**config.mk**
```make
export PLATFORM = sky130hd
export DESIGN_NAME = serial_add_sched
export DESIGN_NICKNAME = d
export VERILOG_FILES = /design/src/rtl/serial_add_sched.sv
export SDC_FILE = /design/constraint.sdc
export NUM_CORES = 1
export LEC_CHECK = 0
export CORE_UTILIZATION = 38
export DETAILED_ROUTE_END_ITERATION = 8
export GPL_TIMING_DRIVEN = 0
export PLACE_DENSITY = 0.64
export SYNTH_ARGS = -nofsm -noshare
export SYNTH_HDL_FRONTEND = slang
export SYNTH_SLANG_ARGS = --single-unit
```
**constraint.sdc**
```tcl
create_clock -name clk -period 2.3 [get_ports clk]
set_input_delay 0.46 -clock clk [delete_from_list [all_inputs] [get_ports clk]]
set_output_delay 0.46 -clock clk [all_outputs]
set_load 0.03 [all_outputs]
```
**src/rtl/serial_add_sched.sv**
```systemverilog
// Round-robin scheduler sharing one bit-serial adder between NREQ requesters.
// Ports: req_* parallel requests in, add_* serial adder link, rsp_* tagged result out, err sticky.
module serial_add_sched #(
    parameter int NREQ  = 2,
    parameter int WIDTH = 4
) (
    input  logic                      clk,
    input  logic                      rst_n,
    input  logic [NREQ-1:0]           req_valid,
    input  logic [NREQ*WIDTH-1:0]     req_a,
    input  logic [NREQ*WIDTH-1:0]     req_b,
    output logic [NREQ-1:0]           req_ready,
    output logic                      add_st,
    output logic                      add_a,
    output logic                      add_b,
    input  logic                      add_sum,
    input  logic                      add_done,
    output logic                      rsp_valid,
    output logic [$clog2(NREQ)-1:0]   rsp_id,
    output logic [WIDTH:0]            rsp_sum,
    output logic                      err
);

    localparam int IW = $clog2(NREQ);
    localparam int CW = $clog2(WIDTH + 1);

    typedef enum logic [1:0] {
        S_IDLE,
        S_RUN,
        S_DONE
    } state_t;

    state_t           r_state;
    logic [CW-1:0]    r_cnt;
    logic [IW-1:0]    r_rr;
    logic [IW-1:0]    r_gid;
    logic [WIDTH-1:0] r_opa;
    logic [WIDTH-1:0] r_opb;
    logic [WIDTH-1:0] r_res;
    logic             r_rsp_valid;
    logic [IW-1:0]    r_rsp_id;
    logic [WIDTH:0]   r_rsp_sum;
    logic             r_err;

    logic [NREQ-1:0]  w_rot;
    logic [IW:0]      w_rsh;
    logic             w_found;
    logic [IW-1:0]    w_off;
    logic [IW:0]      w_sum;
    logic [IW-1:0]    w_gidx;
    logic [WIDTH-1:0] w_a;
    logic [WIDTH-1:0] w_b;
    logic             w_last;
    logic             w_run;

    // Rotate valids so bit 0 is the rr pointer, then pick the lowest set bit.
    always_comb begin
        w_rsh   = (IW+1)'(NREQ) - {1'b0, r_rr};
        w_rot   = (req_valid >> r_rr) | (req_valid << w_rsh);
        w_found = 1'b0;
        w_off   = '0;
        for (int i = 0; i < NREQ; i++) begin
            if (!w_found && w_rot[i]) begin
                w_found = 1'b1;
                w_off   = IW'(i);
            end
        end
        w_sum = {1'b0, r_rr} + {1'b0, w_off};
        if (w_sum >= (IW+1)'(NREQ)) begin
            w_sum = w_sum - (IW+1)'(NREQ);
        end
        w_gidx = w_sum[IW-1:0];
        w_a    = '0;
        w_b    = '0;
        for (int i = 0; i < NREQ; i++) begin
            if (w_gidx == IW'(i)) begin
                w_a = req_a[i*WIDTH +: WIDTH];
                w_b = req_b[i*WIDTH +: WIDTH];
            end
        end
    end

    assign w_run  = (r_state == S_RUN);
    assign w_last = (r_cnt == CW'(WIDTH));

    assign req_ready = (r_state == S_IDLE && w_found)
                     ? (NREQ'(1) << w_gidx) : '0;

    // Operands are shifted right each bit cycle, so bit 0 is always current.
    assign add_st = w_run && (r_cnt == '0);
    assign add_a  = w_run && !w_last && r_opa[0];
    assign add_b  = w_run && !w_last && r_opb[0];

    assign rsp_valid = r_rsp_valid;
    assign rsp_id    = r_rsp_id;
    assign rsp_sum   = r_rsp_sum;
    assign err       = r_err;

    always_ff @(posedge clk or negedge rst_n) begin
        if (!rst_n) begin
            r_state     <= S_IDLE;
            r_cnt       <= '0;
            r_rr        <= '0;
            r_gid       <= '0;
            r_opa       <= '0;
            r_opb       <= '0;
            r_res       <= '0;
            r_rsp_valid <= 1'b0;
            r_rsp_id    <= '0;
            r_rsp_sum   <= '0;
            r_err       <= 1'b0;
        end else begin
            r_rsp_valid <= 1'b0;
            unique case (r_state)
                S_IDLE: begin
                    if (w_found) begin
                        r_opa   <= w_a;
                        r_opb   <= w_b;
                        r_gid   <= w_gidx;
                        r_cnt   <= '0;
                        r_state <= S_RUN;
                    end
                end
                S_RUN: begin
                    if (w_last) begin
                        // Carry-out cycle: add_sum carries the top result bit.
                        r_rsp_sum   <= {add_sum, r_res};
                        r_rsp_id    <= r_gid;
                        r_rsp_valid <= 1'b1;
                        if (!add_done) begin
                            r_err <= 1'b1;
                        end
                        r_state <= S_DONE;
                    end else begin
                        r_res <= WIDTH'({add_sum, r_res} >> 1);
                        r_opa <= r_opa >> 1;
                        r_opb <= r_opb >> 1;
                        r_cnt <= r_cnt + 1'b1;
                    end
                end
                S_DONE: begin
                    // No accept here: the adder needs its return-to-idle cycle.
                    r_rr    <= (r_gid == IW'(NREQ - 1)) ? '0 : r_gid + 1'b1;
                    r_state <= S_IDLE;
                end
                default: begin
                    r_state <= S_IDLE;
                end
            endcase
        end
    end

endmodule

```
## Word level (Yosys, flattened, before mapping)

Index checks and enable logic that the tools add are counted.

| cells by class | value |
|---|---|
| add/subtract/negate cells | 5 |
| $lt $le $gt $ge | 1 |
| eq/ne operators | 6 |
| shift-type cells | 3 |
| multiplexer cells | 22 |
| bitwise gates (word level) | 3 |
| reduce and logical (&&, ||, !) cells | 17 |

Operator list:

| operator | count |
|---|---|
| 2-to-1 mux 4 bit | 6 |
| one-hot mux 4 bit (2 select lines) | 2 |
| AND reduction 2 bit | 4 |
| 2-to-1 mux 1 bit | 7 |
| logical AND 1 bit | 6 |
| 2-to-1 mux 2 bit | 3 |
| 2-to-1 mux 3 bit | 2 |
| != test 2 bit, second input constant | 3 |
| one-hot mux 3 bit (2 select lines) | 1 |
| AND reduction 3 bit | 2 |
| one-hot mux 2 bit (2 select lines) | 1 |
| adder 3 x 1 -> 3 bit, second input constant | 1 |
| == test 3 bit, second input constant | 1 |
| zero test 3 bit | 1 |
| adder 1 x 1 -> 2 bit | 1 |
| == test 2 x 1 -> 1 bit, second input constant | 1 |
| == test 2 bit, second input constant | 1 |
| >= comparator 2 bit, second input constant | 1 |
| zero test 1 bit | 2 |
| zero test 2 bit | 1 |
| NOT 1 bit | 2 |
| OR 2 bit | 1 |
| nonzero test 2 bit | 1 |
| left shift 1 x 1 -> 2 bit, first input constant | 1 |
| other kinds (5) | 5 |

| storage, ports and cells | value |
|---|---|
| flip-flop bits (word level) | 27 |
| output and inout bits | 13 |
| word-level logic and storage cells | 68 |

## Depth between registers and ports, before layout

Gate-level depths: netlist of run 1.

| depth | value |
|---|---|
| word-level depth | 13 |
| depth in mapped cells | 7 |
| depth with buffers taken out | 6 |

## Least setup slack after synthesis of run 1

No wires, ideal clock.

| timing | value |
|---|---|
| path kind | flip-flop to output port |
| from | register r_cnt[0] |
| to | output add_st |
| arrival | 1.427 ns |
| path slack | 0.413 ns |
| cell stages (with the launch flop) | 4 |
| buffers on the path | 0 |
| path through | dfrtp_1 inv_1 ha_1 nor3b_1 |

| between the ends | value |
|---|---|
| longest elaborated chain between the ends | 2 |

RTL lines:

| item | line | source |
|---|---|---|
| start: declaration | 34 | `logic [CW-1:0] r_cnt;` |
| start signal: assignment | 138 | `r_cnt <= r_cnt + 1'b1;` |
| zero test 3 bit | 90 | `assign add_st = w_run && (r_cnt == '0);` |
| logical AND 1 bit | 90 |  |
| end: declaration | 13 | `output logic add_st,` |

No other way between the ends.

## Worst setup path in the final report of run 1

| timing | value |
|---|---|
| from | input req_valid[1] |
| to | output req_ready[0] |

| between the ends | value |
|---|---|
| longest elaborated chain between the ends | 11 |
| elaborated cells on any way between the ends | 15 |
| classes of those cells | add/sub: 2; order compare: 1; shift: 3; mux: 5; bitwise: 1; reduce/logical: 3 |

RTL lines:

| item | line | source |
|---|---|---|
| start: declaration | 9 | `input logic [NREQ-1:0] req_valid,` |
| left shift 2 x 2 -> 2 bit / right shift 2 x 1 -> 2 bit (equally long branches) | 59 | `w_rot = (req_valid >> r_rr) \| (req_valid << w_rsh);` |
| OR 2 bit * | 59 |  |
| 2-to-1 mux 1 bit | 63 | `if (!w_found && w_rot[i]) begin` |
| zero test 1 bit | 63 |  |
| logical AND 1 bit | 63 |  |
| 2-to-1 mux 1 bit | 63 |  |
| adder 1 x 1 -> 2 bit | 68 | `w_sum = {1'b0, r_rr} + {1'b0, w_off};` |
| >= comparator 2 bit / subtractor 1 bit (equally long branches) | 69, 70 |  |
| 2-to-1 mux 1 bit | 69 | `if (w_sum >= (IW+1)'(NREQ)) begin` |
| left shift 1 x 1 -> 2 bit | 87 | `? (NREQ'(1) << w_gidx) : '0;` |
| 2-to-1 mux 2 bit * | 87 |  |
| end: declaration | 12 | `output logic [NREQ-1:0] req_ready,` |

Mark *: on every way between the ends. The rest lies on a longest branch, timed or not.

==> results by group, run 1 <==
Worst hold path
  – Min-Delay Path Depth: 2
  – Hold Crit Class: reg2reg

Final layout
  – Non-Filler Instances: 219
  – Share of cells above drive strength 1: 11.43%
  – Finished Cell Area: 1682 um2
  – Final net count: 200
  – Most frequent cells in the layout: nand2_1, clkdlybuf4s50_1, dfrtp_1, a21oi_1, nor2_1
  – Commonest non-fill, non-tap cell in the layout: nand2_1
  – Syn-to-layout area delta: 32.15%
  – Ant diodes: 0

Pwr
  – Pint: 1.218 mW
  – Leakage: 0.7975 nW
  – Switching share of power: 44.32%
  – P per Cell Area: 1301 nW/um2
  – Switching pwr: 0.9697 mW
  – Maximum VDD drop: 0.5005 mV
  – Comb pwr share: 53.0%
  – Clk pwr share: 9.6%
  – Reg power frac: 37.4%

Synth
  – Seq/Total Area, Yosys: 53.10%
  – Post-Syn Nets: 164
  – Library cells used by synthesis: 29
  – Area contributors post-synth: dfrtp_1, nand2_1, a21oi_1, o2111ai_1, nor2_1
  – Share of the synthesized area in the top cell type: 53.10%
  – Register bit total from synthesis: 27
  – Yosys warning total: 0
  – Yosys top cell by area: dfrtp_1
  – Syn Inst Count: 140
  – Mapped Area: 1272 um2
  – Syn avg cell area: 9.089 um2

Drt
  – DRT iter0 DRCs: 37
  – Post-route ant nets: 0
  – # DRC: 0
  – Routed WL: 2.698 mm
  – Routed WL per cell: 12.32 um
  – Vias: 1074
  – Initial DRT Pass Iterations: 4
  – Via/cell ratio: 4.904

Placement
  – Area post-placement: 1658 um2
  – Placed Cells: 217
  – PortBufs: 33
  – DP HPWL: 2.044 mm
  – Gpl congestion: 0.7431
  – Place WS: -0.4022 ns

Worst setup path
  – Max incr delay on CP: 0.55 ns
  – Crit path DAT: 1.76 ns
  – CP Launch Type: input port
  – Cell breakdown of the critical path: clkdlybuf4s50_1 > nand2_1 > and3_1 > clkdlybuf4s18_2
  – Worst-path fanout max: 6
  – CP Capture Type: primary output
  – Crit-path slowest cell: clkdlybuf4s50_1
  – Worst Setup Path Type: in2out
  – Worst path top cell family by delay: buffers and inverters
  – Register-to-Register Path Depth: 6
  – WP buf/inv: 2
  – WP depth: 4
  – WP data required: 1.84 ns

Clocking
  – CTS Hold Bufs: 0
  – Setup bufs post-CTS: 0
  – Total CTS buffers: 3
  – Clk pin slew, worst setup/hold paths: 0.14 ns
  – CTS root buf: clkbuf_4
  – Htree depth: 1
  – Clk buf depth: 2
  – CTS tree: yes
  – Clock latency on the worst-skew pair: 0.33 ns
  – Clock sink count: 27

STA
  – Period utilization: 96.44%
  – Minimum clock period: 2.218 ns
  – Final hold vios: 0
  – Setup violations, final: 0
  – Worst slack on hold paths: 0.4955 ns
  – Final WS setup: 0.08194 ns
  – Clock Skews: 0.009516 ns
  – Unrepaired setup endpoints after global routing: false
  – Slew margin rel.: 20.79%
  – Max Fclk: 450.8 MHz
  – Slew Limit Fails: 0
  – Slew @ Worst Pin: 1.184 ns

GRT
  – Initial antenna violation count: 0
  – Pin count of the biggest net entering global routing: 28
  – Number of global-route vias before repair: 1051
  – GR Overflow Total: 0
  – First-pass GRT wire length: 4.643 mm
  – GRT Total Usage: 17.67%

Floorplanning
  – Core Region: 3103 um2
  – Width of the die: 59.87 um
  – Starting Density: 41.01%
  – Die area: 3584 um2
  – Die H: 59.87 um
  – Standard-cell row count: 20
  – # IOs: 35

Status
  – Status: finished, final reports clean

Flow run
  – Number of max-cap violations: 0
[cells in the mapped netlist]
master / n
nor2b_1: 2
a21oi_1: 12
o21bai_1: 1
nand2b_1: 2
ha_1: 2
a222oi_1: 2
a311o_1: 1
or2_2: 4
nor3_1: 1
nand3_2: 1
nand4b_1: 1
clkbuf_1: 2
nor3b_1: 1
buf_4: 1
nand2_1: 35
clkinv_2: 1
dfrtp_1: 27
a31oi_1: 1
nor2_1: 8
o2111ai_1: 4
buf_2: 2
inv_1: 7
buf_6: 1
and3_1: 4
a22oi_1: 2
o21ai_0: 5
a21o_1: 1
or3_1: 4
nand3_1: 5
[state kept, by name, indices dropped and copies added, names as in the netlist]
| signal | flops |
|---|---|
| rsp_sum | 5 |
| r_opa | 4 |
| r_opb | 4 |
| r_res | 4 |
| r_cnt | 3 |
| r_state | 2 |
| err | 1 |
| r_gid | 1 |
| r_rr | 1 |
| rsp_id | 1 |
| rsp_valid | 1 |
[per-layer routing]
| layer | up-vias | part of all wire, % | global-route usage [%] |
|---|---|---|---|
| li1 | 549 | - | - |
| met1 | 505 | 50 | 23.76 |
| met2 | 18 | 46 | 28.57 |
| met3 | 2 | 3.1 | 3.247 |
| met4 | 0 | 0.89 | 5.980 |
| met5 | - | 0 | 0 |
[metrics by stage]
step           total power [mW]  util [%]  TNS (ns)
2_1_floorplan             1.605         -         0
3_3_place_gp              1.984     53.43   -0.7069
3_5_place_dp              2.014     53.43   -0.7227
4_1_cts                   2.214     54.52  -0.03626
5_1_grt                   2.381     54.19         0
6_report                  2.188     54.19         0
[tightest hold or removal path: stages (launching register included)]
cell and delay (ns):
dfrtp_1 0.37, nand2_1 0.05, nand2_1 0.05
[kinds of logic (layout without fill, tap and decap cells)]
kind of cell    Yosys count  after routing  synth area share [%]
compound gates           29             29                 14.65
fa+ha+maj                 2              2                 1.966
buf+inv                  14             49                 5.310
flops                    27             27                 53.10
simple gates             68             68                 24.97
[repair_timing]
action / 4_1_cts / 5_1_grt
setup endpoints to repair: 5 / 5
resized for setup: 13 / 5
cloned: 0 / 0
[power by group through the flow]
stage / registers, mW / logic (mW) / clock network, mW
after floorplan: 0.918 / 0.687 / 0
after global placement: 0.816 / 1.17 / 0
after detailed placement: 0.828 / 1.19 / 0
after CTS: 0.817 / 1.18 / 0.219
after global routing: 0.844 / 1.30 / 0.234
final: 0.819 / 1.16 / 0.210
[path summary, 6_finish.rpt]
| check | startpoint | endpoint | slack (ns) |
|---|---|---|---|
| worst max register to register | r_cnt[0] | r_opa[3] | 0.62 |
| worst max-delay path | req_valid[1] | req_ready[0] | 0.08 |
| max in group asynchronous | rst_n | r_res[3] | 0.86 |
| min in group asynchronous | rst_n | r_rr | 0.73 |
| worst min register to register | rsp_sum[4] | rsp_sum[4] | 0.50 |
| worst min-delay path | rsp_sum[4] | rsp_sum[4] | 0.50 |
[area by class of cell]
type,instances,area [um2]
repair buffers,33,329.1
well taps,44,55.05
clock buffers,3,22.52
multi-input cells,99,531.8
clock inverters,1,7.507
inverters,8,31.28
flip-flops and latches,27,675.6
fillers,325,1421
plain buffers,4,28.78
No activity file was read; power rests on OpenSTA's default activity.
==> run 2, diff against run 1 <==
Settings changed: CORE_UTILIZATION 38 to 35, PLACE_DENSITY 0.64 to 0.59.
==> run 2 against run 1 <==
  * Combinational power barely moved
  * Global-route usage fell by 2.3 points
  * Register-to-register slack improved by 0.04 ns
  * Clock power fell by 2%
  * Die area rose by 8.3%
  * Sequential cell count did not move
  * Routed wire length fell by 0.11%
  * First-iteration DRC count rose by 57%
  * Critical path depth rose by 1
  * Critical path type unchanged
  * Critical endpoint unchanged
==> results by group, run 2 (same netlist as run 1, synthesis figures left out) <==
Worst setup path
  – Cell breakdown of the critical path: clkdlybuf4s50_1 > nand2_1 > and3_1 > clkbuf_1 > buf_2
  – CP Launch Type: input port
  – Crit path DAT: 1.72 ns
  – CP Capture Type: primary output
  – WP buf/inv: 3
  – Worst path top cell family by delay: buffers and inverters
  – WP data required: 1.84 ns
  – Worst Setup Path Type: in2out
  – Max incr delay on CP: 0.48 ns
  – Crit-path slowest cell: clkdlybuf4s50_1
  – Worst-path fanout max: 6

Clocking
  – Clock sink count: 27
  – CTS tree: yes
  – Clk buf depth: 2
  – Htree depth: 1
  – CTS root buf: clkbuf_4
  – Clk pin slew, worst setup/hold paths: 0.14 ns
  – Clock latency on the worst-skew pair: 0.32 ns
  – Total CTS buffers: 3

Floorplanning
  – Starting Density: 37.25%
  – # IOs: 35
  – Standard-cell row count: 21
  – Width of the die: 62.30 um
  – Core Region: 3416 um2
  – Die H: 62.30 um
  – Die area: 3881 um2

STA
  – Max Fclk: 457.7 MHz
  – Minimum clock period: 2.185 ns
  – Final hold vios: 0
  – Slew Limit Fails: 0
  – Slew @ Worst Pin: 1.183 ns
  – Setup violations, final: 0
  – Period utilization: 94.98%
  – Clock Skews: 0.001857 ns
  – Worst slack on hold paths: 0.4917 ns
  – Unrepaired setup endpoints after global routing: false
  – Slew margin rel.: 20.88%

Final layout
  – Syn-to-layout area delta: 32.45%
  – Finished Cell Area: 1685 um2
  – Footprint of the multi-input gates: 531.8 um2
  – Share of cells above drive strength 1: 11.36%
  – FF/Latch Area: 675.6 um2
  – Commonest non-fill, non-tap cell in the layout: nand2_1
  – Final net count: 201
  – Ant diodes: 0
  – Most frequent cells in the layout: nand2_1, clkdlybuf4s50_1, dfrtp_1, a21oi_1, nor2_1
  – Max FFs per register: 5
  – Layout fillers: 333

Drt
  – Vias: 1092
  – # DRC: 0
  – Via/cell ratio: 4.919
  – Initial DRT Pass Iterations: 5
  – DRT iter0 DRCs: 58
  – Post-route ant nets: 0
  – Routed WL per cell: 12.14 um
  – Routed WL: 2.695 mm

Flow run
  – Number of max-cap violations: 0

GRT
  – GR Overflow Total: 0
  – Number of global-route vias before repair: 1047
  – Pin count of the biggest net entering global routing: 28
  – Initial antenna violation count: 0
  – GRT Total Usage: 15.35%
  – First-pass GRT wire length: 4.733 mm

Pwr
  – P per Cell Area: 1295 nW/um2
  – Leakage: 0.8009 nW
  – Maximum VDD drop: 0.4065 mV

Worst hold path
  – Hold Crit Class: reg2reg

Placement
  – Area post-placement: 1660 um2
  – DP HPWL: 2.099 mm
  – Gpl congestion: 0.7242
  – PortBufs: 33

Status
  – Status: finished, final reports clean
-- run 2: cell count changes in the layout (fill, tap and decap cells not counted) --
cell	previous run	this run
clkbuf_1	0	1
clkbuf_4	3	4
clkdlybuf4s18_2	1	0
-- run 2: routing by layer --
| metal | routed length [um] | GRT usage, % |
|---|---|---|
| met1 | 1311 | 20.31 |
| met2 | 1273 | 25.96 |
| met3 | 94 | 2.941 |
| met4 | 15 | 3.488 |
| met5 | 0 | 0 |
-- run 2: timing repair --
item,4_1_cts,5_1_grt
resized for setup,13,7
pin swaps,0,0
endpoints found under the setup margin,5,5
endpoints found under the hold margin,0,0
hold buffers,0,0
buffers inserted,0,0
-- run 2: area by class of cell --
class,instances,share of cell area (%)
well taps,46,3.415
inverters,8,1.856
clock buffers,3,1.336
clock inverters,1,0.4454
plain buffers,5,2.079
flip-flops and latches,27,40.09
repair buffers,33,19.23
multi-input cells,99,31.55
-- run 2: report_power, final --
group	leakage, nW	switching, mW	internal (mW)
logic	0.451	0.693	0.470
clock network	0.0139	0.140	0.0664
registers	0.336	0.127	0.685
total	0.801	0.960	1.22
-- run 2: worst min-delay path: cells and delay by family (launching register included) --
kind,cells,cell delay (ns)
simple gates,2,0.10
flops,1,0.37
-- run 2: stage by stage --
stage,utilization [%],setup WS (ns),TNS [ns],power (mW),instances
floorplan,-,0.4131,0,1.605,140
global placement,48.61,-0.3666,-0.7056,1.990,219
detailed placement,48.61,-0.3716,-0.7144,2.010,219
CTS,49.60,0.009247,0,2.203,223
global route,49.34,0.01890,0,2.386,222
finish,49.34,0.1154,0,2.182,222
-- run 2: final timing paths --
path	slack (ns)	depth (start not counted)	from	to
worst max-delay path	0.12	5	req_valid[1]	req_ready[0]
worst min-delay path	0.49	2	rsp_sum[3]	rsp_sum[3]
worst max register to register	0.66	6	r_cnt[0]	r_opa[3]
worst min register to register	0.49	2	rsp_sum[3]	rsp_sum[3]
max in group asynchronous	0.86	1	rst_n	r_state[0]
min in group asynchronous	0.75	1	rst_n	r_gid
